**src/rtl/fpu_pkg.sv**
```systemverilog
// Shared FP adder definitions: default widths, exponent limit,
// significand bit positions and the normalizer state encoding.
package fpu_pkg;

    localparam int EXP_W      = 11;
    localparam int SIG_W      = 57;
    localparam int SHIFT_STEP = 8;

    localparam logic [EXP_W-1:0] EXP_MAX = '1;

    localparam int CARRY_BIT  = SIG_W - 1;
    localparam int HIDDEN_BIT = SIG_W - 2;

    typedef enum logic [1:0] {
        IDLE = 2'd0,
        NORM = 2'd1,
        DONE = 2'd2
    } state_t;

endpackage

```
**src/rtl/lzc_cnt.sv**
```systemverilog
// Combinational leading-zero counter.
// Ports: i_data (WIDTH bits), o_cnt (CNT_W bits); all-zero input yields WIDTH.
module lzc_cnt #(
    parameter int WIDTH = 56,
    parameter int CNT_W = 6
) (
    input  logic [WIDTH-1:0] i_data,
    output logic [CNT_W-1:0] o_cnt
);

    // Ascending scan: the highest set bit is the last to assign.
    always_comb begin
        o_cnt = CNT_W'(WIDTH);
        for (int i = 0; i < WIDTH; i++) begin
            if (i_data[i]) begin
                o_cnt = CNT_W'(WIDTH - 1 - i);
            end
        end
    end

endmodule

```
**src/rtl/sig_normalize.sv**
```systemverilog
// FP adder post-add normalizer: carry right-shift, bounded left-shift
// with exponent decrement, denormal clamp, zero and overflow flags.
// Ports: clk, rst_n (async low); in_valid/in_ready, in_sig, in_exp;
//        out_valid/out_ready, out_sig, out_exp, out_zero, out_ovf.
module sig_normalize #(
    parameter int EXP_W      = fpu_pkg::EXP_W,
    parameter int SIG_W      = fpu_pkg::SIG_W,
    parameter int SHIFT_STEP = fpu_pkg::SHIFT_STEP
) (
    input  logic             clk,
    input  logic             rst_n,
    input  logic             in_valid,
    output logic             in_ready,
    input  logic [SIG_W-1:0] in_sig,
    input  logic [EXP_W-1:0] in_exp,
    output logic             out_valid,
    input  logic             out_ready,
    output logic [SIG_W-1:0] out_sig,
    output logic [EXP_W-1:0] out_exp,
    output logic             out_zero,
    output logic             out_ovf
);

    import fpu_pkg::state_t;
    import fpu_pkg::IDLE;
    import fpu_pkg::NORM;
    import fpu_pkg::DONE;

    localparam int CB   = SIG_W - 1;
    localparam int HB   = SIG_W - 2;
    localparam int LZ_W = $clog2(SIG_W);

    localparam logic [EXP_W-1:0] L_EXP_MAX = '1;
    localparam logic [EXP_W-1:0] L_ONE     = EXP_W'(1);
    localparam logic [EXP_W-1:0] L_STEP    = EXP_W'(SHIFT_STEP);

    state_t           r_state;
    state_t           w_state_nxt;

    logic [SIG_W-1:0] r_sig;
    logic [SIG_W-1:0] w_sig_nxt;
    logic [EXP_W-1:0] r_exp;
    logic [EXP_W-1:0] w_exp_nxt;
    logic             r_zero;
    logic             w_zero_nxt;
    logic             r_ovf;
    logic             w_ovf_nxt;

    logic             r_out_valid;
    logic             w_out_valid_nxt;
    logic [SIG_W-1:0] r_out_sig;
    logic [SIG_W-1:0] w_out_sig_nxt;
    logic [EXP_W-1:0] r_out_exp;
    logic [EXP_W-1:0] w_out_exp_nxt;
    logic             r_out_zero;
    logic             w_out_zero_nxt;
    logic             r_out_ovf;
    logic             w_out_ovf_nxt;

    logic [LZ_W-1:0]  w_lz;
    logic [EXP_W-1:0] w_lz_e;
    logic [EXP_W-1:0] w_lim;
    logic [EXP_W-1:0] w_k;

    lzc_cnt #(
        .WIDTH (SIG_W - 1),
        .CNT_W (LZ_W)
    ) u_lzc (
        .i_data (r_sig[HB:0]),
        .o_cnt  (w_lz)
    );

    // Shift this cycle: bounded by leading zeros, per-cycle step and
    // by how far the exponent may fall before reaching 1.
    always_comb begin
        w_lz_e = EXP_W'(w_lz);
        w_lim  = r_exp - L_ONE;
        w_k    = w_lz_e;
        if (L_STEP < w_k) begin
            w_k = L_STEP;
        end
        if (w_lim < w_k) begin
            w_k = w_lim;
        end
    end

    always_comb begin
        w_state_nxt     = r_state;
        w_sig_nxt       = r_sig;
        w_exp_nxt       = r_exp;
        w_zero_nxt      = r_zero;
        w_ovf_nxt       = r_ovf;
        w_out_valid_nxt = r_out_valid;
        w_out_sig_nxt   = r_out_sig;
        w_out_exp_nxt   = r_out_exp;
        w_out_zero_nxt  = r_out_zero;
        w_out_ovf_nxt   = r_out_ovf;

        unique case (r_state)
            IDLE: begin
                if (in_valid) begin
                    w_sig_nxt   = in_sig;
                    w_exp_nxt   = (in_exp == '0) ? L_ONE : in_exp;
                    w_zero_nxt  = 1'b0;
                    w_ovf_nxt   = 1'b0;
                    w_state_nxt = NORM;
                end
            end

            NORM: begin
                if (r_sig == '0) begin
                    w_exp_nxt   = '0;
                    w_zero_nxt  = 1'b1;
                    w_state_nxt = DONE;
                end else if (r_sig[CB]) begin
                    // Bit shifted out folds into sticky.
                    w_sig_nxt = {1'b0, r_sig[CB:2],
                                 r_sig[1] | r_sig[0]};
                    // Saturate rather than wrap past all-ones.
                    if (r_exp >= L_EXP_MAX - L_ONE) begin
                        w_exp_nxt = L_EXP_MAX;
                        w_sig_nxt = '0;
                        w_ovf_nxt = 1'b1;
                    end else begin
                        w_exp_nxt = r_exp + L_ONE;
                    end
                    w_state_nxt = DONE;
                end else if (r_sig[HB]) begin
                    w_state_nxt = DONE;
                end else if (r_exp <= L_ONE) begin
                    w_exp_nxt   = '0;
                    w_state_nxt = DONE;
                end else begin
                    w_sig_nxt = r_sig << w_k;
                    w_exp_nxt = r_exp - w_k;
                end
            end

            DONE: begin
                // First DONE cycle publishes the result registers.
                if (!r_out_valid) begin
                    w_out_valid_nxt = 1'b1;
                    w_out_sig_nxt   = r_sig;
                    w_out_exp_nxt   = r_exp;
                    w_out_zero_nxt  = r_zero;
                    w_out_ovf_nxt   = r_ovf;
                end else if (out_ready) begin
                    w_out_valid_nxt = 1'b0;
                    w_state_nxt     = IDLE;
                end
            end

            default: begin
                w_state_nxt = IDLE;
            end
        endcase
    end

    always_ff @(posedge clk or negedge rst_n) begin
        if (!rst_n) begin
            r_state     <= IDLE;
            r_sig       <= '0;
            r_exp       <= '0;
            r_zero      <= 1'b0;
            r_ovf       <= 1'b0;
            r_out_valid <= 1'b0;
            r_out_sig   <= '0;
            r_out_exp   <= '0;
            r_out_zero  <= 1'b0;
            r_out_ovf   <= 1'b0;
        end else begin
            r_state     <= w_state_nxt;
            r_sig       <= w_sig_nxt;
            r_exp       <= w_exp_nxt;
            r_zero      <= w_zero_nxt;
            r_ovf       <= w_ovf_nxt;
            r_out_valid <= w_out_valid_nxt;
            r_out_sig   <= w_out_sig_nxt;
            r_out_exp   <= w_out_exp_nxt;
            r_out_zero  <= w_out_zero_nxt;
            r_out_ovf   <= w_out_ovf_nxt;
        end
    end

    assign in_ready  = (r_state == IDLE);
    assign out_valid = r_out_valid;
    assign out_sig   = r_out_sig;
    assign out_exp   = r_out_exp;
    assign out_zero  = r_out_zero;
    assign out_ovf   = r_out_ovf;

endmodule

```
**config.mk**
```make
export PLATFORM = sky130hd
export DESIGN_NAME = sig_normalize
export DESIGN_NICKNAME = d
export VERILOG_FILES = /design/src/rtl/fpu_pkg.sv /design/src/rtl/lzc_cnt.sv /design/src/rtl/sig_normalize.sv
export SDC_FILE = /design/constraint.sdc
export NUM_CORES = 1
export LEC_CHECK = 0
export ABC_AREA = 0
export CAP_MARGIN = 5
export CELL_PAD_IN_SITES_DETAIL_PLACEMENT = 2
export CELL_PAD_IN_SITES_GLOBAL_PLACEMENT = 2
export CORE_MARGIN = 4
export CORE_UTILIZATION = 35
export CTS_CLUSTER_SIZE = 12
export DETAILED_ROUTE_END_ITERATION = 16
export PLACE_DENSITY = 0.82
export SLEW_MARGIN = 20
export SYNTH_ARGS = -nofsm -noshare
export SYNTH_HDL_FRONTEND = slang
export SYNTH_HIERARCHICAL = 1
export SYNTH_SLANG_ARGS = --single-unit
```
**constraint.sdc**
```tcl
create_clock -name clk -period 8 [get_ports clk]
set_clock_uncertainty 0.05 [all_clocks]
set_input_delay 0.8 -clock clk [delete_from_list [all_inputs] [get_ports clk]]
set_output_delay 0.8 -clock clk [all_outputs]
set_load 0.02 [all_outputs]
```
==> summary.md, run 1 <==
| Metric | Value |
|---|---|
| Global Route Usage Sum | 0.338 |
| Crit path from | r_sig[48] |
| Switching pwr | 4950 uW |
| Clk network pwr share | 0.095 |
| Commonest cells post-synth | dfrtp_1 (143), a21oi_1 (136), nand2_1 (115) |
| Post-CTS Hold Fix Bufs | 0 |
| Period utilization | 0.947 |
| Reg power frac | 0.199 |
| Final instance area | 15000 um2 |
| Leading post-synthesis cells by cell area | dfrtp_1 (29%), mux2_2 (7.3%), mux2i_1 (6.7%) |
| Met1 WL | 28300 um |
| Post-detail-place hpwl | 48300 um |
| Crit-path max cell delay | 800 ps |
| Cell with the most instances after synthesis | dfrtp_1 |
| Final wirelength | 66900 um |
| ANT nets after route | 0 |
| Switch share | 0.580 |
| CP Data Arrival Time | 7930 ps |
| Setup-failing EPs final | 0 |
| CTS resizes | 0 |
| Share of cells above drive strength 1 | 0.139 |
| Fillcell total | 3893 |
| Routability cong. | 1.05 |
| Crit path time final | 7570 ps |
| Critical Path Source Type | flip-flop |
| Library cells used by synthesis | 96 |
| Syn-to-layout area delta | 20.7% |
| Actual slew at the worst max-slew pin | 1160 ps |
| PwrDens | 570 nW/um2 |
| Die width | 196 um |
| Hold Vio Cnt, Final | 0 |
| CP Capture Type | flip-flop |
| Critical path data required time | 8360 ps |
| Yosys top cell area share | 0.289 |
| ANT cells | 0 |
| Hold Crit Class | input pin to asynchronous set/reset pin |
| Postcts setup bufs | 0 |
| CTS sink count | 143 |
| Area of the mapped netlist | 12400 um2 |
| Total number of vias | 13800 |
| Vias in the first global route | 14700 |
| First-pass GRT wire length | 98600 um |
| Max layer used | met5 |
| Peak VDD IR | 0.000240 V |
| Aggregate global routing overflow | 0 |
| Layout Utilization | 0.431 |
| Dpl cell area | 14400 um2 |
| # nets final | 1694 |
| Clock Latency Late Sink | 470 ps |
| DR WL/cell | 32.3 um |
| Run status | complete, no violations |
| Clock Tree Root | clkbuf_16 |
| CTS tree | yes |
| CP top delay family | compound AO/OA/AOI/OAI gates |
| Initial Utilization | 0.357 |
| Routed wl met3 | 5070 um |
| CP max FO | 28 |
| Combinational Power Share | 0.705 |
| Mapped Cells | 1495 |
| CTS Buf Count | 17 |
| RSZ-0062 raised after global routing | false |
| 1st-pass router iterations | 5 |
| Synthesized flop and latch total | 143 |
| Maximum buffer depth of the clock tree | 2 |
| Max-Slew Margin vs Limit | 0.213 |
| Port Buffers | 143 |
| Static Leak | 0.00580 uW |
| Clock-pin slew on the worst setup and hold paths | 70 ps |
| Initial DRC Count | 1273 |
| DRC | 0 |
| Htree depth | 4 |
| Fin Setup TNS | 0 ps |
| Main synth FF type | dfrtp_1 |
| Synth warn | 6 |
| Routed wl met2 | 29800 um |
| Max Freq | 132 MHz |
| Vias/cell | 6.68 |
| Mean Syn Cell Area | 8.29 um2 |
| Initial antenna violation count | 1 |
| Crit Reg-Reg Startpoint | r_sig[48] |
| Largest net degree at the start of global routing | 80 |
| Post-synth EDFFs | 0 |
| FFs w/ async S/R, synth | 1.00 |
| Final Max Slew Viols | 0 |
| Pint | 3580 uW |
| Sequential cell area fraction in the yosys report | 0.289 |
| Die area | 38500 um2 |
| Total of max-cap violations | 0 |
| Die height | 196 um |
| Leading area contributor after synthesis | dfrtp_1 |
| CP Cell Sequence | buf_4, nor4_1, nand3_1, nand2b_1, a31oi_1, or3_1, inv_1, and2_1, inv_1, ha_1, o2111ai_1, a21oi_1, a211o_4, buf_4, a21oi_4, mux2_2, o22ai_1, a221oi_1, nor2_1, o21ai_0, a31o_2 |
| Setup CP Type | flip-flop to flip-flop |
| Crit path buf inv count | 4 |
| Io pins | 144 |
| Slowest-stage cell, CP | a21oi_4 |
| Row count | 68 |
| Core area | 34700 um2 |
==> worst reg2reg max path: stages (launching register included) <==
cell and delay, ps:
dfrtp_1 360, buf_4 180, nor4_1 710, nand3_1 450
nand2b_1 310, a31oi_1 160, or3_1 310, inv_1 190
and2_1 210, inv_1 80, ha_1 230, o2111ai_1 190
a21oi_1 210, a211o_4 520, buf_4 270, a21oi_4 810
mux2_2 450, o22ai_1 140, a221oi_1 730, nor2_1 140
o21ai_0 550, a31o_2 270
==> kinds of logic after synthesis <==
| family | after synthesis | share of synthesized area |
|---|---|---|
| mux | 169 | 0.150 |
| other cells | 1 | 0.000302 |
| fa+ha+maj | 19 | 0.0198 |
| xor+xnor | 20 | 0.0141 |
| flops | 143 | 0.289 |
| compound gates | 536 | 0.294 |
| buf+inv | 165 | 0.0610 |
| simple gates | 442 | 0.172 |
==> cell usage in the layout (no fill, tap or decap), drive strengths merged, types with 21 or more instances in the layout <==
| cell type | count |
|---|---|
| a21oi | 142 |
| buf | 61 |
| mux2 | 81 |
| nand3 | 45 |
| a211oi | 75 |
| dfrtp | 143 |
| o21ai | 102 |
| o22ai | 29 |
| inv | 48 |
| nor2 | 110 |
| a22oi | 21 |
| clkdlybuf4s50 | 142 |
| nor3 | 67 |
| or3 | 24 |
| o31ai | 21 |
| nor4 | 32 |
| nand2 | 115 |
| o211ai | 27 |
| mux2i | 84 |
==> final timing paths <==
kind                       cells after the start          end  slack (ps)
max                                           21    r_sig[33]         430
min                                            1    r_sig[31]         330
max reg2reg                                   21    r_sig[33]         430
min reg2reg                                    1  out_sig[10]         460
max in group asynchronous                      2   out_exp[9]        6100
min in group clk                               1  out_sig[10]         460
==> per-layer routing <==
layer	track usage	up-vias
met5	0	-
met4	0.172	2
met3	0.0759	168
met2	0.522	623
met1	0.444	7123
li1	-	5922
==> sequential cells by signal (all words and copies together) (netlist names) <==
name and flops:
out_ovf 1, out_exp 11, r_sig 57, r_zero 1, out_valid 1, r_state 2, r_exp 11, out_sig 57
out_zero 1, r_ovf 1
==> final cells by class <==
type	instances	area, um2	share of cell area
Timing Repair Buffer	203	1920	0.128
Tap cell	455	569	0.0380
Sequential cell	143	3580	0.239
Clock inverter	12	110	0.00736
Multi-Input combinational cell	1192	8160	0.545
Clock buffer	20	457	0.0305
Inverter	46	173	0.0115
==> stage by stage <==
| step | worst slack, ps | std cells | hold WS (ps) | total power, uW |
|---|---|---|---|---|
| 6_report | 428 | 2071 | 326 | 8530 |
| 3_3_place_gp | 749 | 2038 | 439 | 7320 |
| 5_1_grt | 22.2 | 2071 | 384 | 8890 |
| 3_5_place_dp | 526 | 2039 | 446 | 7480 |
| 4_1_cts | 490 | 2071 | 354 | 8350 |
| 2_1_floorplan | 968 | 1500 | 444 | 4960 |
==> power groups by stage <==
stage	combinational, uW	clock, uW	sequential (uW)
3_5_place_dp	5800	0	1690
4_1_cts	5850	821	1680
2_1_floorplan	3330	0	1640
6_report	6020	814	1700
3_3_place_gp	5660	0	1660
5_1_grt	6300	849	1740
Power figures use the tool's default switching activity.
==> run 2, diff against run 1 <==
--- a/constraint.sdc
+++ b/constraint.sdc
@@ -4,2 +4,2 @@
 set_output_delay 0.8 -clock clk [all_outputs]
-set_load 0.02 [all_outputs]
+set_load 0.01 [all_outputs]
==> results of run 2 <==
The final DEF is identical to that of run 1. Status: complete, no violations.
Main changes from that run: total power 8530 uW -> 8390 uW; worst IR drop on VDD 0.000240 V -> 0.000234 V
==> run 3, diff against run 2 <==
CTS_CLUSTER_SIZE = 8   (was 12)
==> results of run 3 <==
The final DEF is identical to that of run 1. Status: complete, no violations.
Main changes from that run: total power 8530 uW -> 8390 uW; worst IR drop on VDD 0.000240 V -> 0.000234 V
